===== src/rtl/bcd_pkg.sv =====
// Shared constants, state encoding and helpers for the sequential binary-to-BCD converter.
package bcd_pkg;

  localparam int unsigned BCD_DIGIT_W = 4;
  localparam int unsigned MAX_DIGITS  = 10;
  localparam int unsigned BCD_MAX_W   = BCD_DIGIT_W * MAX_DIGITS;

  typedef enum logic [1:0] {
    ST_IDLE  = 2'd0,
    ST_SHIFT = 2'd1,
    ST_DONE  = 2'd2
  } state_t;

  // Leading-zero blank mask: bit k (k>=1) set iff digits k..digits-1 are all zero.
  // Bit 0 is never set so a value of zero still shows a single '0'.
  function automatic logic [MAX_DIGITS-1:0] bcd_blank_mask(
    input logic [BCD_MAX_W-1:0] bcd,
    input int unsigned          digits
  );
    logic [MAX_DIGITS-1:0] mask;
    logic                  zero_above;
    mask       = '0;
    zero_above = 1'b1;
    for (int k = int'(MAX_DIGITS) - 1; k >= 1; k--) begin
      if (k < int'(digits)) begin
        zero_above = zero_above & (bcd[k*BCD_DIGIT_W +: BCD_DIGIT_W] == 4'd0);
        mask[k]    = zero_above;
      end
    end
    return mask;
  endfunction

endpackage : bcd_pkg


===== src/rtl/bcd_digit_adj.sv =====
// Double-dabble correction cell: a digit of 5 or more gets +3 so the following
// left shift carries correctly into the next decimal digit.
//   din   in   4   working BCD digit (0..9)
//   dout  out  4   adjusted digit (0..4 or 8..12), combinational
module bcd_digit_adj
  import bcd_pkg::*;
(
  input  logic [BCD_DIGIT_W-1:0] din,
  output logic [BCD_DIGIT_W-1:0] dout
);

  always_comb begin
    dout = din;
    if (din >= 4'd5) begin
      dout = din + 4'd3;
    end
  end

endmodule : bcd_digit_adj


===== src/rtl/bin_to_bcd_seq.sv =====
// Sequential binary-to-BCD converter (shift-and-add-3), one input bit per clock.
// Produces packed BCD digits, a leading-zero blank mask and an overflow flag.
//   clk       in   1          clock, rising edge
//   rst       in   1          asynchronous active-high reset
//   start     in   1          conversion request, honoured only while idle
//   bin       in   BIN_W      value captured on accepted start
//   busy      out  1          conversion in progress
//   done      out  1          single-cycle pulse when bcd/blank/overflow update
//   bcd       out  4*DIGITS   packed digits, ones at [3:0]
//   blank     out  DIGITS     leading-zero mask, bit0 never set
//   overflow  out  1          last result did not fit in DIGITS digits
module bin_to_bcd_seq
  import bcd_pkg::*;
#(
  parameter int unsigned BIN_W  = 14,
  parameter int unsigned DIGITS = 4
) (
  input  logic                          clk,
  input  logic                          rst,
  input  logic                          start,
  input  logic [BIN_W-1:0]              bin,
  output logic                          busy,
  output logic                          done,
  output logic [BCD_DIGIT_W*DIGITS-1:0] bcd,
  output logic [DIGITS-1:0]             blank,
  output logic                          overflow
);

  localparam int unsigned BCD_W = BCD_DIGIT_W * DIGITS;
  localparam int unsigned CNT_W = $clog2(BIN_W + 1);
  localparam logic [DIGITS-1:0] BLANK_RST = ~DIGITS'(1);

  state_t             state,     state_nxt;
  logic [BIN_W-1:0]   shreg,     shreg_nxt;
  logic [BCD_W-1:0]   work,      work_nxt;
  logic [CNT_W-1:0]   cnt,       cnt_nxt;
  logic               sticky,    sticky_nxt;
  logic               busy_nxt,  done_nxt, ovf_nxt;
  logic [BCD_W-1:0]   bcd_nxt;
  logic [DIGITS-1:0]  blank_nxt;
  logic [BCD_W-1:0]   work_adj;

  // One add-3 correction cell per working digit.
  for (genvar g = 0; g < int'(DIGITS); g++) begin : g_adj
    bcd_digit_adj u_adj (
      .din  (work    [g*BCD_DIGIT_W +: BCD_DIGIT_W]),
      .dout (work_adj[g*BCD_DIGIT_W +: BCD_DIGIT_W])
    );
  end

  // State and datapath registers.
  always_ff @(posedge clk or posedge rst) begin
    if (rst) begin
      state    <= ST_IDLE;
      shreg    <= '0;
      work     <= '0;
      cnt      <= '0;
      sticky   <= 1'b0;
      busy     <= 1'b0;
      done     <= 1'b0;
      bcd      <= '0;
      blank    <= BLANK_RST;
      overflow <= 1'b0;
    end else begin
      state    <= state_nxt;
      shreg    <= shreg_nxt;
      work     <= work_nxt;
      cnt      <= cnt_nxt;
      sticky   <= sticky_nxt;
      busy     <= busy_nxt;
      done     <= done_nxt;
      bcd      <= bcd_nxt;
      blank    <= blank_nxt;
      overflow <= ovf_nxt;
    end
  end

  // Next-state and datapath control.
  always_comb begin
    state_nxt  = state;
    shreg_nxt  = shreg;
    work_nxt   = work;
    cnt_nxt    = cnt;
    sticky_nxt = sticky;
    busy_nxt   = busy;
    done_nxt   = 1'b0;
    bcd_nxt    = bcd;
    blank_nxt  = blank;
    ovf_nxt    = overflow;

    case (state)
      ST_IDLE: begin
        if (start) begin
          shreg_nxt  = bin;
          work_nxt   = '0;
          cnt_nxt    = CNT_W'(BIN_W);
          sticky_nxt = 1'b0;
          busy_nxt   = 1'b1;
          state_nxt  = ST_SHIFT;
        end
      end

      ST_SHIFT: begin
        // Adjusted digits shift left with the next binary bit entering digit0;
        // the bit leaving the top digit is a lost decimal carry.
        {work_nxt, shreg_nxt} = {work_adj[BCD_W-2:0], shreg, 1'b0};
        sticky_nxt            = sticky | work_adj[BCD_W-1];
        cnt_nxt               = cnt - CNT_W'(1);
        if (cnt == CNT_W'(1)) begin
          state_nxt = ST_DONE;
        end
      end

      ST_DONE: begin
        bcd_nxt   = work;
        ovf_nxt   = sticky;
        blank_nxt = sticky ? '0 : DIGITS'(bcd_blank_mask(BCD_MAX_W'(work), DIGITS));
        done_nxt  = 1'b1;
        busy_nxt  = 1'b0;
        state_nxt = ST_IDLE;
      end

      default: begin
        busy_nxt  = 1'b0;
        state_nxt = ST_IDLE;
      end
    endcase
  end

endmodule : bin_to_bcd_seq


===== config.mk =====
export PLATFORM = sky130hd
export DESIGN_NAME = bin_to_bcd_seq
export DESIGN_NICKNAME = d
export VERILOG_FILES = /design/src/rtl/bcd_pkg.sv /design/src/rtl/bcd_digit_adj.sv /design/src/rtl/bin_to_bcd_seq.sv
export SDC_FILE = /design/constraint.sdc
export NUM_CORES = 1
export LEC_CHECK = 0
export BUFFER_PORTS_ARGS = -buffer_cell sky130_fd_sc_hd__buf_2
export CORE_UTILIZATION = 32
export CTS_CLUSTER_DIAMETER = 120
export DETAILED_ROUTE_END_ITERATION = 10
export PLACE_DENSITY = 0.5
export SYNTH_ARGS = -nofsm -noshare
export SYNTH_HDL_FRONTEND = slang
export SYNTH_SLANG_ARGS = --single-unit

===== constraint.sdc =====
create_clock -name clk -period 1.98 [get_ports clk]
set_input_delay 0.396 -clock clk [delete_from_list [all_inputs] [get_ports clk]]
set_output_delay 0.396 -clock clk [all_outputs]
set_load 0.005 [all_outputs]

==> reports/qor.log, run 1 <==
INFO  status         outcome=finished clean
INFO  sta            fin_crit=1800ps
INFO  clocking       cts_tree=built
INFO  routing        detailroute.via_count=2022
INFO  global_route   grt_pass1_wl=9650um
INFO  placed_design  routabilityCongestion=0.746
INFO  setup_path     cell_with_the_largest_stage_delay_on_the_worst_path=or4b_4
INFO  yosys          ys_top_cells_by_area=dfrtp_1 51%, ha_1 5.9%, o21ai_0 5.6%, nand2_1 3.8%, nor3b_1 3.8%
INFO  sta            clock.fmax=0.555GHz
INFO  die            initial_core_util=0.333
INFO  die            core-area=8300squm
INFO  setup_path     startpoint_of_the_lowest_slack_register_to_register_path=work[12]$_DFFE_PP0P_
INFO  power          comb_power_share=0.387
INFO  placed_design  hpwl_reported_at_the_end_of_detailed_placement=3870um
INFO  placed_design  placed_cells=403
INFO  yosys          syn-cell-area=2760squm
INFO  sta            timing.final.setup_violations=0
INFO  setup_path     critPathKind=reg2reg
INFO  setup_path     critPathLaunchType=register
INFO  yosys          most_instantiated_library_cell_after_synthesis=dfrtp_1
INFO  clocking       cts-buffers-inserted=9
INFO  yosys          synthesis.area_per_instance=10.5squm
INFO  power          internal-power=3.25mW
INFO  sta            timing.hold.ws=12.6ps
INFO  yosys          seq_area_frac_synth=0.536
INFO  cells_and_area synthToLayoutAreaGrowth=21.0%
INFO  routing        detail_route.wl_per_cell=13.4um
INFO  yosys          synth_largest_type_area_fraction=0.508
INFO  routing        drt_first_pass_iters=4
INFO  setup_path     sequence_of_cells_on_the_critical_path=inv_1 > ha_1 > or4b_4 > or4b_4 > o21ai_2
INFO  cells_and_area post_route_cells_drive_above_1_share=0.271
INFO  clocking       cts_post_setup_buffers_inserted=0
INFO  yosys          synth-seq-cells=59
INFO  routing        ant_nets=0
INFO  setup_path     setup_slack_reg_to_reg=180ps
INFO  yosys          ys_top_cells_by_count=56 x dfrtp_1, 31 x o21ai_0, 28 x nand2_1
INFO  global_route   overflow=0
INFO  power          netSwitchingPower=1.82mW
INFO  sta            setup_tns=0ps
INFO  die            area_enclosed_by_the_die_boundary=9000squm
INFO  clocking       worst_skew_pair.late_latency=330ps
INFO  yosys          yosysUniqueCellTypes=32
INFO  setup_path     crit_path_max_incr_delay=540ps
INFO  setup_path     critPathLaunch=work[12]$_DFFE_PP0P_
INFO  yosys          post_synthesis_cell_type_with_the_largest_combined_area=dfrtp_1
INFO  routing        viasPerCell=4.83
INFO  flow_run       max_cap_violations=0
INFO  cells_and_area filler_cell_count=838
INFO  setup_path     crit_top_cell=or4b_4
INFO  die            row_count=33
INFO  clocking       cts.htree.levels=3
INFO  setup_path     r2r_cells=5
INFO  clocking       clk_pin_slew_worst_paths=70ps
INFO  min_path       holdCritPathClass=in2async
INFO  clocking       ctsLongestPathBuffers=2
INFO  yosys          syn-num-nets=293
INFO  global_route   grt_start_max_net_pins=33
INFO  yosys          synth_enable_flop_cells=0
INFO  yosys          synth-warning-count=0
INFO  clocking       number_of_buffers_inserted_by_hold_repair_at_cts=0
INFO  cells_and_area multi_input_area=1160squm
INFO  routing        drt_iter0_drc=69
INFO  yosys          asyncSetResetFlopFracSynth=1.00
INFO  power          vdd.ir_drop.worst=0.000446V
INFO  die            die_height=94.9um
INFO  setup_path     crit-reg2reg-capture=blank[1]$_DFFE_PP1P_
INFO  yosys          synth-main-ff-cell=dfrtp_1
INFO  power          power.density_cell_area=1520nW/um^2
INFO  routing        drc_errors=0
INFO  setup_path     critPathCaptureType=register
INFO  sta            unrepaired_setup_endpoints_after_global_routing=no
INFO  power          clkPwrFrac=0.227
INFO  routing        routed_wirelength=5630um
INFO  clocking       clkSinkCount=59
INFO  setup_path     required_time_of_the_worst_setup_path=2250ps
INFO  sta            timing.final.crit_share=0.910
INFO  cells_and_area num-nets-final=339
INFO  sta            worst_clock_skew=4.79ps
INFO  global_route   antenna_violations_before_repair=0
INFO  cells_and_area postLayoutCoreUtil=0.402
INFO  cells_and_area storage_element_area=1480squm
INFO  sta            timing.final.hold_violations=0
INFO  global_route   first_global_vias=2004
INFO  die            design.portCount=40
INFO  power          swShare=0.359
INFO  setup_path     critical_path_arrival=2070ps
INFO  clocking       cts_root_buffer=clkbuf_8
INFO  setup_path     worst-path-max-fanout=3
INFO  power          seq_power_share=0.386
INFO  placed_design  numPortBuffers=38
INFO  sta            final_max_slew_viol_count=0
INFO  clocking       cts_resized=0
INFO  cells_and_area non_filler_instances=419
INFO  power          power.static_leakage=1.59nW
INFO  yosys          netlist_instances=263
INFO  global_route   grt.total_usage=0.142
INFO  cells_and_area num_antenna_cells=0
INFO  die            die_width=94.9um
cell usage in the layout, fill, tap and decap left out, drive strengths merged, types with 4 or more instances in the layout:
cell type  count
o31ai          6
ha            13
nand2         28
mux2i          4
nor2           8
buf           51
o21ai         33
nor3b         14
clkbuf        12
o22ai          6
dfrtp         56
xnor2          4
a32o           5
a21oi         20
inv           14
a22o           4
nand2b         5
mux2           9
cell type report:
| cell class | count | area share |
|---|---|---|
| sequential | 59 | 0.443 |
| multi-input combinational | 174 | 0.348 |
| timing repair buffer | 51 | 0.0899 |
| clock buffer | 12 | 0.0495 |
| tap | 105 | 0.0393 |
| inverter | 14 | 0.0157 |
| clock inverter | 4 | 0.0142 |
state kept, by name, indices dropped and copies added, names as in the netlist, 2 cells and up:
name   cells
bcd       16
blank      3
cnt        4
shreg     14
state      2
work      16
kinds of logic after synthesis:
family,count (synthesis),synth area share
AO/OA/AOI/OAI,78,0.170
XOR/XNOR,6,0.0190
adder cells (fa/ha/maj),13,0.0589
buffers and inverters,30,0.0426
flip-flops,59,0.536
multiplexers,13,0.0512
other,1,0.00136
AND/OR/NAND/NOR,63,0.120
worst max path at each step:
stage,to,slack [ps],cells past startpoint
CTS,blank[1]$_DFFE_PP1P_,160,5
global placement,blank[1]$_DFFE_PP1P_,210,5
detailed placement,blank[1]$_DFFE_PP1P_,170,5
floorplan,bcd[0]$_DFFE_PP0P_,130,1
global route,blank[1]$_DFFE_PP1P_,100,5
finish,blank[1]$_DFFE_PP1P_,180,5
power groups by stage:
stage,Combinational [mW],Clock [mW],Sequential (mW)
floorplan,1.42,0,1.92
global placement,1.97,0,1.98
detailed placement,1.98,0,1.99
CTS,1.99,1.20,1.97
global route,2.24,1.24,2.02
finish,1.96,1.15,1.96
critical path: cells and delay by family (launching register included):
family	cells	cell delay, ps
flops	1	390
buf+inv	1	80
compound gates	1	140
simple gates	2	990
fa+ha+maj	1	130
metrics by stage:
step / power, mW / area [sq um] / worst slack (ps)
after floorplan: 3.34 / 2760 / 133
after global placement: 3.95 / 3130 / 210
after detailed placement: 3.97 / 3130 / 174
after CTS: 5.16 / 3340 / 158
after global routing: 5.50 / 3340 / 101
final: 5.07 / 3340 / 178
metal layers:
| layer | up-vias | track usage | share of wire |
|---|---|---|---|
| li1 | 1016 | - | - |
| met1 | 956 | 0.181 | 0.50 |
| met2 | 39 | 0.221 | 0.45 |
| met3 | 11 | 0.0451 | 0.041 |
| met4 | 0 | 0.0606 | 0.016 |
| met5 | - | 0 | 0 |
Power figures use the tool's default switching activity.
==> inputs of run 2 (changes only) <==
Clock period 1.98 ns to 2.1 ns, I/O delays scaled along.
==> run 2 against run 1 <==
  * Via count down 1.8%
  * Combinational power down 8%
  * Sequential share of layout area up 0.66 points
  * Die area unchanged
  * Register-to-register slack about the same
  * Largest power group unchanged
==> reports/qor.log, run 2 (same netlist as run 1, synthesis figures left out) <==
INFO  sta            timing.final.crit_share=0.920 [+0.00955]
INFO  routing        viasPerCell=4.79 [-0.83%]
INFO  routing        drc_errors=0 [unchanged]
INFO  clocking       clk_pin_slew_worst_paths=70ps [about the same]
INFO  clocking       cts_resized=0 [unchanged]
INFO  routing        detailroute.via_count=1986 [-1.8%]
INFO  global_route   grt_pass1_wl=9760um [+1.2%]
INFO  sta            unrepaired_setup_endpoints_after_global_routing=no
INFO  clocking       worst_skew_pair.late_latency=350ps [+20 ps]
INFO  cells_and_area largestRegisters=bcd: 16 flops, work: 16 flops, shreg: 14 flops
INFO  routing        drt_first_pass_iters=4 [unchanged]
INFO  power          comb_power_share=0.386 [about the same]
INFO  placed_design  hpwl_reported_at_the_end_of_detailed_placement=3660um [-5.5%]
INFO  sta            fin_crit=1930ps [+129 ps]
INFO  global_route   grt_start_max_net_pins=60 [+82%]
INFO  power          power.total=4.69mW [-7.5%]
INFO  sta            fin_ws=169ps [-9.26 ps]
INFO  routing        ant_nets=0 [unchanged]
INFO  sta            final_max_slew_viol_count=0 [unchanged]
INFO  routing        detail_route.wl_per_cell=13.6um [+1.0%]
INFO  power          internal-power=2.97mW [-8.7%]
INFO  die            area_enclosed_by_the_die_boundary=9000squm [unchanged]
INFO  cells_and_area postLayoutCellArea=3290squm [-1.5%]
INFO  power          swShare=0.367 [+0.00819]
INFO  die            row_count=33 [unchanged]
INFO  placed_design  detailedPlace.worstSlack=187ps [+13.6 ps]
INFO  routing        routed_wirelength=5630um [about the same]
INFO  clocking       number_of_buffers_inserted_by_hold_repair_at_cts=0 [unchanged]
INFO  setup_path     critical_path_arrival=2210ps [+140 ps]
INFO  cells_and_area filler_cell_count=840 [+0.24%]
INFO  clocking       cts.htree.levels=3 [unchanged]
INFO  setup_path     cpLargestDelayFamily=simple AND/OR/NAND/NOR gates
INFO  sta            setup_tns=0ps [unchanged]
INFO  placed_design  routabilityCongestion=0.805 [+8.0%]
INFO  sta            worstMarginPinSlew=967ps
INFO  die            design.portCount=40 [unchanged]
INFO  status         outcome=finished clean
INFO  cells_and_area layout_commonest_cell=dfrtp_1
INFO  setup_path     critPathLaunchType=register
INFO  setup_path     crit_top_cell=or4b_4
INFO  die            core-area=8300squm [unchanged]
INFO  cells_and_area synthToLayoutAreaGrowth=19.2%
INFO  clocking       cts_root_buffer=clkbuf_8
INFO  clocking       cts-buffers-inserted=9 [unchanged]
INFO  clocking       cts_post_setup_buffers_inserted=0 [unchanged]
INFO  sta            clock.fmax=0.518GHz [-6.7%]
INFO  power          netSwitchingPower=1.72mW [-5.4%]
INFO  placed_design  place_area=3100squm [-0.96%]
INFO  power          clkPwrFrac=0.222 [-0.005]
INFO  cells_and_area num_antenna_cells=0 [unchanged]
INFO  global_route   grt.total_usage=0.146 [+0.00442]
INFO  die            initial_core_util=0.333 [unchanged]
INFO  cells_and_area layout_common_cells=56 x dfrtp_1, 38 x buf_2, 30 x o21ai_0, 28 x nand2_1, 20 x a21oi_1
INFO  global_route   first_global_vias=2031 [+1.3%]
INFO  cells_and_area post_route_cells_drive_above_1_share=0.258 [-0.0126]
INFO  setup_path     critPathCaptureType=register
INFO  setup_path     critical_path.n_buffers_inverters=1 [unchanged]
INFO  die            die_width=94.9um [unchanged]
INFO  setup_path     critPathKind=reg2reg
INFO  power          power.density_cell_area=1430nW/um^2 [-6.2%]
INFO  min_path       holdCritPathClass=in2async
INFO  global_route   antenna_violations_before_repair=0 [unchanged]
INFO  setup_path     required_time_of_the_worst_setup_path=2380ps [+130 ps]
INFO  routing        drt_iter0_drc=59 [-14%]
INFO  clocking       cts_tree=built
INFO  clocking       ctsLongestPathBuffers=2 [unchanged]
INFO  cells_and_area num-nets-final=335 [-1.2%]
INFO  power          power.static_leakage=1.56nW [-1.7%]
INFO  global_route   overflow=0 [unchanged]
INFO  placed_design  numPortBuffers=38 [unchanged]
INFO  power          vdd.ir_drop.worst=0.000401V [-10%]
INFO  sta            worst_clock_skew=12.0ps [+7.17 ps]
INFO  setup_path     worst-path-max-fanout=5 [+2]
INFO  flow_run       max_cap_violations=0 [unchanged]
INFO  cells_and_area postLayoutCoreUtil=0.397 [-0.00588]
INFO  sta            timing.max_slew.rel_slack=0.354
INFO  setup_path     crit_path_max_incr_delay=540ps [about the same]
INFO  power          seq_power_share=0.393 [+0.007]
INFO  setup_path     sequence_of_cells_on_the_critical_path=inv_1 > ha_1 > or4b_4 > or4b_4 > o21ai_2
INFO  sta            timing.final.hold_violations=0 [unchanged]
INFO  sta            timing.final.setup_violations=0 [unchanged]
INFO  setup_path     cell_with_the_largest_stage_delay_on_the_worst_path=or4b_4
INFO  clocking       clkSinkCount=59 [unchanged]
INFO  die            die_height=94.9um [unchanged]
[run 2: power groups by stage]
stage,Clock (mW),Combinational [mW],Sequential (mW)
2_1_floorplan,0,1.34,1.81
3_3_place_gp,0,1.82,1.87
3_5_place_dp,0,1.83,1.87
4_1_cts,1.07,1.84,1.85
5_1_grt,1.11,2.09,1.92
6_report,1.04,1.81,1.84
[run 2: final timing paths]
| kind | startpoint | end | slack, ps | depth (start not counted) |
|---|---|---|---|---|
| max | work[12]$_DFFE_PP0P_ | blank[1]$_DFFE_PP1P_ | 170 | 5 |
| min | rst | shreg[7]$_DFFE_PP0P_ | 120 | 3 |
| max reg2reg | work[12]$_DFFE_PP0P_ | blank[1]$_DFFE_PP1P_ | 170 | 5 |
| min reg2reg | blank[2]$_DFFE_PP1P_ | blank[2]$_DFFE_PP1P_ | 480 | 2 |
| max in group asynchronous | rst | blank[1]$_DFFE_PP1P_ | 1660 | 3 |
| min in group clk | bin[0] | shreg[0]$_DFFE_PP0P_ | 330 | 2 |
[run 2: tightest hold or removal path, stage by stage]
cell	delay (ps)
buf_2	100
inv_2	60
buf_12	270
[run 2: per-stage QoR]
stage               instances  hold WS, ps
finish                    415          120
global placement          399          458
global route              415          142
floorplan                 263          450
detailed placement        399          467
CTS                       415          126
[run 2: per-layer routing]
| layer | up-vias | share of wire | GRT usage |
|---|---|---|---|
| li1 | 1009 | - | - |
| met1 | 925 | 0.48 | 0.184 |
| met2 | 42 | 0.45 | 0.222 |
| met3 | 10 | 0.047 | 0.0539 |
| met4 | 0 | 0.021 | 0.0682 |
| met5 | - | 0 | 0 |
[run 2: area by class of cell]
class | count | area [sq um] | area share
multi-input cells | 174 | 1160 | 0.353
clock inverters | 5 | 52.6 | 0.0160
well taps | 105 | 131 | 0.0399
inverters | 14 | 52.6 | 0.0160
clock buffers | 11 | 141 | 0.0430
repair buffers | 47 | 270 | 0.0821
flip-flops and latches | 59 | 1480 | 0.450
